==> config.mk <==
export PLATFORM = sky130hd
export DESIGN_NAME = ps2_rx_fifo
export DESIGN_NICKNAME = d
export VERILOG_FILES = /design/src/rtl/ps2_rx_fifo_pkg.sv /design/src/rtl/ps2_rx_fifo_sync_filter.sv /design/src/rtl/ps2_rx_fifo.sv
export SDC_FILE = /design/constraint.sdc
export NUM_CORES = 1
export LEC_CHECK = 0
export CORE_MARGIN = 3
export CORE_UTILIZATION = 45
export DETAILED_ROUTE_END_ITERATION = 8
export PLACE_DENSITY = 0.7
export SYNTH_ARGS = -nofsm -noshare
export SYNTH_HDL_FRONTEND = slang
export SYNTH_SLANG_ARGS = --single-unit
==> constraint.sdc <==
create_clock -name clk -period 3.17 [get_ports clk]
set_clock_uncertainty 0.05 [all_clocks]
set_input_delay 0.634 -clock clk [delete_from_list [all_inputs] [get_ports clk]]
set_output_delay 0.634 -clock clk [all_outputs]
set_load 0.1 [all_outputs]
==> src/rtl/ps2_rx_fifo_pkg.sv <==
`default_nettype none
// ============================================================================
// Module  : ps2_rx_fifo_pkg
// Purpose : Shared definitions for the PS/2 receive FIFO block.
//           Provides the frame geometry, the default parameter values, the
//           receive FSM state encoding and the odd-parity helper.
// Ports   : none (package)
// Rev     : 1.0  initial release
// ============================================================================
package ps2_rx_fifo_pkg;

    localparam int FRAME_BITS         = 11;              // start + 8 data + parity + stop
    localparam int DATA_BITS          = FRAME_BITS - 3;
    localparam int DEF_DEPTH_LOG2     = 3;
    localparam int DEF_FILTER_LEN     = 8;
    localparam int DEF_TIMEOUT_CYCLES = 50000;

    typedef enum logic [1:0] {
        ST_IDLE   = 2'd0,
        ST_DATA   = 2'd1,
        ST_PARITY = 2'd2,
        ST_STOP   = 2'd3
    } rx_state_t;

    // Odd parity holds when data plus parity bit carry an odd number of ones.
    function automatic logic odd_parity_ok(input logic [DATA_BITS-1:0] data,
                                           input logic                 par);
        return ^{data, par};
    endfunction

endpackage
`default_nettype wire

==> src/rtl/ps2_rx_fifo_sync_filter.sv <==
`default_nettype none
// ============================================================================
// Module  : ps2_rx_fifo_sync_filter
// Purpose : Two-flop synchronisers for the raw PS/2 clock and data pins plus a
//           run-length glitch filter on the clock. The filtered clock only
//           changes after FILTER_LEN consecutive synchronised samples disagree
//           with it; a 1-cycle strobe marks each filtered falling edge.
// Ports   : clk, rst        system clock, synchronous active-high reset
//           ps2Clk, ps2Data raw asynchronous pin levels
//           clk_filt        filtered PS/2 clock (reset value 1)
//           data_sync       synchronised PS/2 data
//           strobe          1-cycle pulse on each filtered falling edge
// Rev     : 1.0  initial release
// ============================================================================
module ps2_rx_fifo_sync_filter
    import ps2_rx_fifo_pkg::*;
#(
    parameter int FILTER_LEN = DEF_FILTER_LEN
) (
    input  logic clk,
    input  logic rst,
    input  logic ps2Clk,
    input  logic ps2Data,
    output logic clk_filt,
    output logic data_sync,
    output logic strobe
);

    localparam int              CNT_W    = (FILTER_LEN > 1) ? $clog2(FILTER_LEN) : 1;
    localparam logic [CNT_W-1:0] CNT_LAST = CNT_W'(FILTER_LEN - 1);

    logic             clk_meta;
    logic             clk_sync;
    logic             data_meta;
    logic [CNT_W-1:0] run_len;

    always_ff @(posedge clk) begin
        if (rst) begin
            clk_meta  <= 1'b1;
            clk_sync  <= 1'b1;
            data_meta <= 1'b1;
            data_sync <= 1'b1;
            clk_filt  <= 1'b1;
            run_len   <= '0;
            strobe    <= 1'b0;
        end else begin
            clk_meta  <= ps2Clk;
            clk_sync  <= clk_meta;
            data_meta <= ps2Data;
            data_sync <= data_meta;
            strobe    <= 1'b0;
            // run_len counts how many samples in a row differ from clk_filt;
            // any agreeing sample restarts the count, which rejects glitches.
            if (clk_sync != clk_filt) begin
                if (run_len == CNT_LAST) begin
                    clk_filt <= clk_sync;
                    run_len  <= '0;
                    strobe   <= ~clk_sync;
                end else begin
                    run_len <= run_len + 1'b1;
                end
            end else begin
                run_len <= '0;
            end
        end
    end

endmodule
`default_nettype wire

==> src/rtl/ps2_rx_fifo.sv <==
`default_nettype none
// ============================================================================
// Module  : ps2_rx_fifo
// Purpose : PS/2 device-to-host receiver. Frames are deserialised by a small
//           FSM, checked for stop bit / odd parity / inter-edge timeout, and
//           good bytes are queued in a first-word fall-through FIFO.
// Config  : PS2_INHIBIT_EN  when defined, inhibit is a registered "FIFO full"
//                           request; otherwise inhibit is tied low.
// Ports   : clk, rst     system clock, synchronous active-high reset
//           ps2Clk       raw PS/2 clock pin      ps2Data   raw PS/2 data pin
//           rdEn         pop request (ignored while rdValid=0)
//           rdData       head byte, valid with rdValid
//           rdValid      FIFO not empty          count     bytes held
//           parityErr    pulse: bad parity       frameErr  pulse: bad stop/timeout
//           overflow     pulse: good byte dropped, FIFO full
//           inhibit      request to hold the PS/2 clock low
// Rev     : 1.0  initial release
// ============================================================================
module ps2_rx_fifo
    import ps2_rx_fifo_pkg::*;
#(
    parameter int DEPTH_LOG2     = DEF_DEPTH_LOG2,
    parameter int FILTER_LEN     = DEF_FILTER_LEN,
    parameter int TIMEOUT_CYCLES = DEF_TIMEOUT_CYCLES
) (
    input  logic                  clk,
    input  logic                  rst,
    input  logic                  ps2Clk,
    input  logic                  ps2Data,
    input  logic                  rdEn,
    output logic [7:0]            rdData,
    output logic                  rdValid,
    output logic [DEPTH_LOG2:0]   count,
    output logic                  parityErr,
    output logic                  frameErr,
    output logic                  overflow,
    output logic                  inhibit
);

    localparam int                  DEPTH  = 1 << DEPTH_LOG2;
    localparam logic [DEPTH_LOG2:0] FULL   = (DEPTH_LOG2 + 1)'(DEPTH);
    localparam int                  TW     = $clog2(TIMEOUT_CYCLES + 1);
    localparam int                  BW     = $clog2(DATA_BITS);
    localparam logic [BW-1:0]       BIT_LAST = BW'(DATA_BITS - 1);
    localparam logic [TW-1:0]       T_LAST   = TW'(TIMEOUT_CYCLES - 1);

    logic clk_filt;
    logic data_sync;
    logic strobe;
    logic bit_strobe;

    ps2_rx_fifo_sync_filter #(
        .FILTER_LEN (FILTER_LEN)
    ) u_sync_filter (
        .clk       (clk),
        .rst       (rst),
        .ps2Clk    (ps2Clk),
        .ps2Data   (ps2Data),
        .clk_filt  (clk_filt),
        .data_sync (data_sync),
        .strobe    (strobe)
    );

    // The strobe is only raised together with the filtered clock going low.
    assign bit_strobe = strobe & ~clk_filt;

    // ------------------------------------------------------------------
    // Receive FSM and inter-edge timeout
    // ------------------------------------------------------------------
    rx_state_t          state, state_nxt;
    logic [DATA_BITS-1:0] shreg, shreg_nxt;
    logic [BW-1:0]      bit_cnt, bit_cnt_nxt;
    logic               par_bit, par_bit_nxt;
    logic [TW-1:0]      tcnt, tcnt_nxt;
    logic               parity_err_nxt, frame_err_nxt;
    logic               push_req, push_req_nxt;

    always_ff @(posedge clk) begin
        if (rst) begin
            state     <= ST_IDLE;
            shreg     <= '0;
            bit_cnt   <= '0;
            par_bit   <= 1'b0;
            tcnt      <= '0;
            parityErr <= 1'b0;
            frameErr  <= 1'b0;
            push_req  <= 1'b0;
        end else begin
            state     <= state_nxt;
            shreg     <= shreg_nxt;
            bit_cnt   <= bit_cnt_nxt;
            par_bit   <= par_bit_nxt;
            tcnt      <= tcnt_nxt;
            parityErr <= parity_err_nxt;
            frameErr  <= frame_err_nxt;
            push_req  <= push_req_nxt;
        end
    end

    always_comb begin
        state_nxt      = state;
        shreg_nxt      = shreg;
        bit_cnt_nxt    = bit_cnt;
        par_bit_nxt    = par_bit;
        parity_err_nxt = 1'b0;
        frame_err_nxt  = 1'b0;
        push_req_nxt   = 1'b0;

        // tcnt holds the number of cycles elapsed since the last strobe.
        if (bit_strobe) begin
            tcnt_nxt = TW'(1);
        end else if (state == ST_IDLE) begin
            tcnt_nxt = '0;
        end else begin
            tcnt_nxt = tcnt + 1'b1;
        end

        case (state)
            ST_IDLE: begin
                if (bit_strobe && !data_sync) begin
                    state_nxt   = ST_DATA;
                    bit_cnt_nxt = '0;
                end
            end
            ST_DATA: begin
                if (bit_strobe) begin
                    shreg_nxt   = {data_sync, shreg[DATA_BITS-1:1]};
                    bit_cnt_nxt = bit_cnt + 1'b1;
                    if (bit_cnt == BIT_LAST) begin
                        state_nxt = ST_PARITY;
                    end
                end
            end
            ST_PARITY: begin
                if (bit_strobe) begin
                    par_bit_nxt = data_sync;
                    state_nxt   = ST_STOP;
                end
            end
            ST_STOP: begin
                if (bit_strobe) begin
                    state_nxt = ST_IDLE;
                    if (!data_sync) begin
                        frame_err_nxt = 1'b1;
                    end else if (!odd_parity_ok(shreg, par_bit)) begin
                        parity_err_nxt = 1'b1;
                    end else begin
                        push_req_nxt = 1'b1;
                    end
                end
            end
            default: state_nxt = ST_IDLE;
        endcase

        // Registered pulse lands exactly TIMEOUT_CYCLES after the last strobe.
        if (state != ST_IDLE && !bit_strobe && tcnt == T_LAST) begin
            state_nxt     = ST_IDLE;
            frame_err_nxt = 1'b1;
        end
    end

    // ------------------------------------------------------------------
    // FIFO. The full/overflow decision is taken in the push cycle so that a
    // simultaneous pop frees the slot the push needs.
    // ------------------------------------------------------------------
    logic [7:0]            mem [DEPTH];
    logic [DEPTH_LOG2-1:0] wr_ptr;
    logic [DEPTH_LOG2-1:0] rd_ptr;
    logic [DEPTH_LOG2:0]   count_nxt;
    logic                  do_pop;
    logic                  do_push;

    assign rdValid  = (count != '0);
    assign rdData   = rdValid ? mem[rd_ptr] : 8'h00;
    assign do_pop   = rdEn && rdValid;
    assign do_push  = push_req && ((count != FULL) || do_pop);
    assign overflow = push_req && (count == FULL) && !do_pop;

    always_comb begin
        count_nxt = count;
        if (do_push && !do_pop) begin
            count_nxt = count + 1'b1;
        end else if (!do_push && do_pop) begin
            count_nxt = count - 1'b1;
        end
    end

    always_ff @(posedge clk) begin
        if (rst) begin
            wr_ptr <= '0;
            rd_ptr <= '0;
            count  <= '0;
        end else begin
            if (do_push) begin
                wr_ptr <= wr_ptr + 1'b1;
            end
            if (do_pop) begin
                rd_ptr <= rd_ptr + 1'b1;
            end
            count <= count_nxt;
        end
    end

    // Storage needs no reset: rdValid masks unwritten entries.
    always_ff @(posedge clk) begin
        if (do_push) begin
            mem[wr_ptr] <= shreg;
        end
    end

`ifdef PS2_INHIBIT_EN
    always_ff @(posedge clk) begin
        if (rst) begin
            inhibit <= 1'b0;
        end else begin
            inhibit <= (count_nxt == FULL);
        end
    end
`else
    assign inhibit = 1'b0;
`endif

endmodule
`default_nettype wire
---- Word-level counts from Yosys, hierarchy flattened ----
Memories as Yosys holds them, arrays and structs flattened. A register that Yosys moved wholly into a read port is not among the register bits.
Cells that the tools add are included.
word-level totals
  flip-flop bits (word level) ............. 52
  bits in latches ......................... 0
  RAM bits ................................ 64
  ROM bits ................................ 0
  input bits .............................. 5
  logic and storage cells ................. 103
  memories ................................ 1
memory list
  memory  depth  bits a word  read ports  clocked after Yosys merged registers in  write ports  RTL line            source
  mem     8      8            1           1                                        1            ps2_rx_fifo.sv:166  logic [7:0] mem [DEPTH];
operators by class
  add/sub/neg operators ................... 7
  multiply operators ...................... 0
  div/mod/pow operators ................... 0
  magnitude comparators ................... 0
  equal/unequal tests ..................... 14
  shift-type cells ........................ 0
  mux-type cells .......................... 24
  bitwise gates (word level) .............. 8
  reduce and logical (&&, ||, !) cells .... 30
operator list
  operator                                       count
  adder 16 x 1 -> 16 bit, second input constant  1
  equality test 16 bit, second input constant    1
  adder 3 x 1 -> 3 bit, second input constant    4
  two-way mux 3 bit                              4
  two-way mux 1 bit                              10
  two-way mux 2 bit                              5
  logical AND 1 bit                              9
  OR reduction 3 bit                             3
  parity 9 bit                                   1
  two-way mux 4 bit                              2
  two-way mux 8 bit                              1
  != test 2 bit, second input constant           4
  case mux 2 bit (4 select lines)                1
  inverter 1 bit                                 7
  equality test 3 bit, second input constant     2
  case mux 3 bit (2 select lines)                1
  AND reduction 2 bit                            3
  nonzero test 2 bit                             3
  AND reduction 5 bit                            1
  adder 4 x 1 -> 4 bit, second input constant    1
  equality test 2 bit, second input constant     2
  equality test 4 bit, second input constant     1
  logical NOT 1 bit                              4
  != test 4 bit, second input constant           1
  other kinds (11)                               11

---- Depth between registers and ports, before layout ----
  depth after elaboration ................. 8
  depth in mapped cells ................... 11
  gate-level depth less buffers ........... 11

---- Hierarchy ----
Synthesis repeated with hierarchy kept, for this count alone.
second synthesis, totals
  cells, all modules ...................... 369
  area total of the unflattened synthesis .. 4924.7 µm²
modules (own cells, without submodules)
  module                   instances  cells an instance  area each (µm²)
  ps2_rx_fifo              1          347                4633.2
  ps2_rx_fifo_sync_filter  1          22                 291.5

---- Worst setup path before layout ----
Ideal clock, no wire load.
  path kind ............................... register to output
  start ................................... reg count[0]
  end ..................................... out overflow
  data arrival time ....................... 3345 ps
  setup slack ............................. -859 ps
  cell stages (with the launch flop) ...... 3
  path buffers ............................ 0
  path through ............................ dfxtp_1 > or3_1 > nor3_1
between the ends
  word-level cells in the longest chain between the ends .. 4
ends and longest elaborated chain
  element                 RTL line            source
  start, declared         ps2_rx_fifo.sv:33   output logic [DEPTH_LOG2:0] count,
  start signal, assigned  ps2_rx_fifo.sv:200  count <= count_nxt;
  nonzero test 4 bit      ps2_rx_fifo.sv:173  assign rdValid = (count != '0);
  logical AND 1 bit       ps2_rx_fifo.sv:175  assign do_pop = rdEn && rdValid;
  logical NOT 1 bit       ps2_rx_fifo.sv:177  assign overflow = push_req && (count == FULL) && !do_pop;
  logical AND 1 bit (*)   ps2_rx_fifo.sv:177
  end, declared           ps2_rx_fifo.sv:36   output logic overflow,
Mark *: on every way between the ends. The rest lies on a longest branch, timed or not.

==> summary.txt <==
Logic synthesis
  • Area share of the largest cell type after synthesis: between 30 and 40%
  • Commonest cells in the netlist: 64 x edfxtp_1, 55 x dfxtp_1, 53 x nor2_1
  • Synth Area per Inst: 13.2 µm²
  • Largest area contributor in the netlist: edfxtp_1
  • Post-Syn Area: 4910 µm²
  • Cell count after synthesis: approximately 370
  • Synth cell types: 45
  • Synth warn: 0
  • Top-count cell post-synth: edfxtp_1
  • Seq cells post-synth: about 120
  • Largest cells by area after synthesis: edfxtp_1 39%, dfxtp_1 22%, mux4_2 7.3%
  • Top FF cell, synth: edfxtp_1
  • Asr flop ratio synth: 0%
  • Synth Net Count: 392
  • EDFF count, synth: 64
  • Sequential area share after synthesis: ~62%

Placed design
  • Gp weighted congestion: approximately 0.76
  • HPWL after DPL: 5820 µm
  • Post-place setup slack: 0.257 ns
  • Placed cell count: 528
  • Count of input and output buffers: 20

Global route
  • Grt ovf: 0
  • Vias in the first global route: 3086
  • First-pass GRT wire length: between 15000 and 20000 µm
  • GRT Util Overall: 15.8%
  • Initial antenna violation count: 0
  • Pin count of the biggest net entering global routing: 37

Floorplanning
  • Rows: 37
  • Initial Utilization: 47.0%
  • Die height: 110 µm
  • Die X: 110 µm
  • Core Footprint: about 10000 µm²
  • Die ar.: 12200 µm²
  • I/O Pins: 22

Route
  • Vias per Instance: 5.27
  • Starting DRT DRC Count: ~140
  • Via count: just under 3000
  • DRT Pass-1 Iters: 4
  • Routed len/inst: around 16 µm
  • ANT nets after route: 0
  • DRC viols: 0
  • WL final: about 9000 µm

STA
  • Crit path time final: 2.82 ns
  • Fin crit share: 88.8%
  • Fin. max-slew vios: 0
  • Final hold violations: 0
  • Fin worst setup slack: 0.354 ns
  • Final Setup Violations: 0
  • Worst hold slack: 0.362 ns
  • Slew @ Worst Pin: approximately 0.55 ns
  • Relative slew slack: 63.0%
  • F_max: 355 MHz
  • RSZ-0062 raised after global routing: no

Cells and area
  • Share of post-route cells with drive strength above 1: between 20 and 25%
  • Nets: around 430
  • Antenna Cells: 0
  • Final std cells w/o fill: 560
  • Syn-to-layout area delta: 22.9%

Worst setup path
  • CP max FO: 16
  • CP Class: reg -> out
  • CP Data Arrival Time: 2.13 ns
  • Worst Path Required: 2.49 ns
  • Crit start category: register
  • CP Capture Type: output pin

Hold path
  • Hold Path Class: reg -> reg

Job
  • Max cap viols: 0

CTS
  • Clock buffer depth: 2
  • Worst skew pair latency: approximately 0.5 ns
  • Clock root cell: clkbuf_8
  • CTS tree: yes
  • Setup bufs post-CTS: 0
  • Clock transition at path regs: 0.06 ns
  • TritonCTS buffer count: 17
  • CTS Hold Bufs: 0
  • # H-tree levels: 4
  • PostCTS Resize Cnt: 0
  • Clock sinks: 119

Power and ir drop
  • Max IR drop VDD: just under 400 µV
  • PD cells: 601 nW/µm²
  • Lkg Pwr: 2.14 nW

Outcome
  • Status: completed
path summary, 6_finish.rpt:
check | startpoint | end | slack [ns] | depth (start not counted)
hold / removal | u_sync_filter.clk_meta | u_sync_filter.clk_sync | 0.36 | 1
setup / recovery | register | rdData[5] | 0.35 | 5
setup reg to reg | count[2] | count[3] | 0.63 | 11
hold reg to reg | u_sync_filter.clk_meta | u_sync_filter.clk_sync | 0.36 | 1
cell usage in the layout, fill, tap and decap left out, types with 7 or more instances in the layout:
cell and count:
edfxtp_1 64, nor2_1 53, dfxtp_1 52, mux2i_1 23
buf_4 21, mux4_2 16, clkbuf_16 16, xnor2_1 13
a21oi_1 12, ha_1 12, nand2_1 10, nand3_1 10
buf_12 9, nand2b_1 8, xor2_1 8, or3_1 7
metal layers:
layer | vias to the layer above | wire length (µm) | GRT usage [%]
li1 | 1429 | - | -
met1 | 1444 | 3850 | 19.0
met2 | 55 | 4480 | 26.3
met3 | 21 | 351 | 4.38
met4 | 0 | 193 | 7.55
met5 | - | 0 | 0
power breakdown:
part	switching [W]	leakage [nW]	internal, W	total, W
clock	0.000680	0.262	0.00112	0.00180
combinational	0.000121	0.839	0.0000707	0.000192
sequential	0.0000139	1.04	0.00162	0.00164
registers in the layout, indices dropped and copies added (netlist names), named ones only:
signal and cells:
mem 64, u_sync_filter.clk_filt 1, u_sync_filter.strobe 1, u_sync_filter.run_len 3, rd_ptr 3, push_req 1
bit_cnt 3, state 2, parityErr 1, wr_ptr 3, u_sync_filter.data_meta 1, count 4
par_bit 1, shreg 8, tcnt 16, u_sync_filter.clk_meta 1, u_sync_filter.data_sync 1, frameErr 1
u_sync_filter.clk_sync 1
through the flow:
stage | utilization, % | TNS, ns | power (W) | instance area [µm²]
after floorplan | - | -0.0596 | 0.00181 | 4980
after global placement | 52.3 | 0 | 0.00185 | 5470
after detailed placement | 52.3 | 0 | 0.00186 | 5470
after CTS | 57.7 | 0 | 0.00367 | 6040
after global routing | 57.7 | 0 | 0.00376 | 6040
final | 57.7 | 0 | 0.00363 | 6040
logic make-up after synthesis:
family	Yosys count	synth area share, %
DFF	119	61.5
adders and majority gates	15	3.97
and+or+nand+nor	126	12.9
buffers and inverters	22	1.81
xor gates and xnor gates	22	4.20
other	1	0.0763
AOI/OAI and AO/OA	27	3.23
muxes	40	12.3
worst max-delay path, cell delays in order, from the launching register on:
cell	delay [ns]
dfxtp_1	0.30
buf_4	0.30
mux4_2	0.55
mux2i_1	0.18
nor2_1	0.10
buf_12	0.17
layout make-up:
class	count	area (µm²)
Fill cell	831	4420
Sequential cell	119	3030
Multi-Input combinational cell	231	1850
Clock buffer	18	418
Timing Repair Buffer	34	378
Tap cell	136	170
Clock inverter	14	150
Inverter	8	36.3
(Power assumes the default switching activity.)
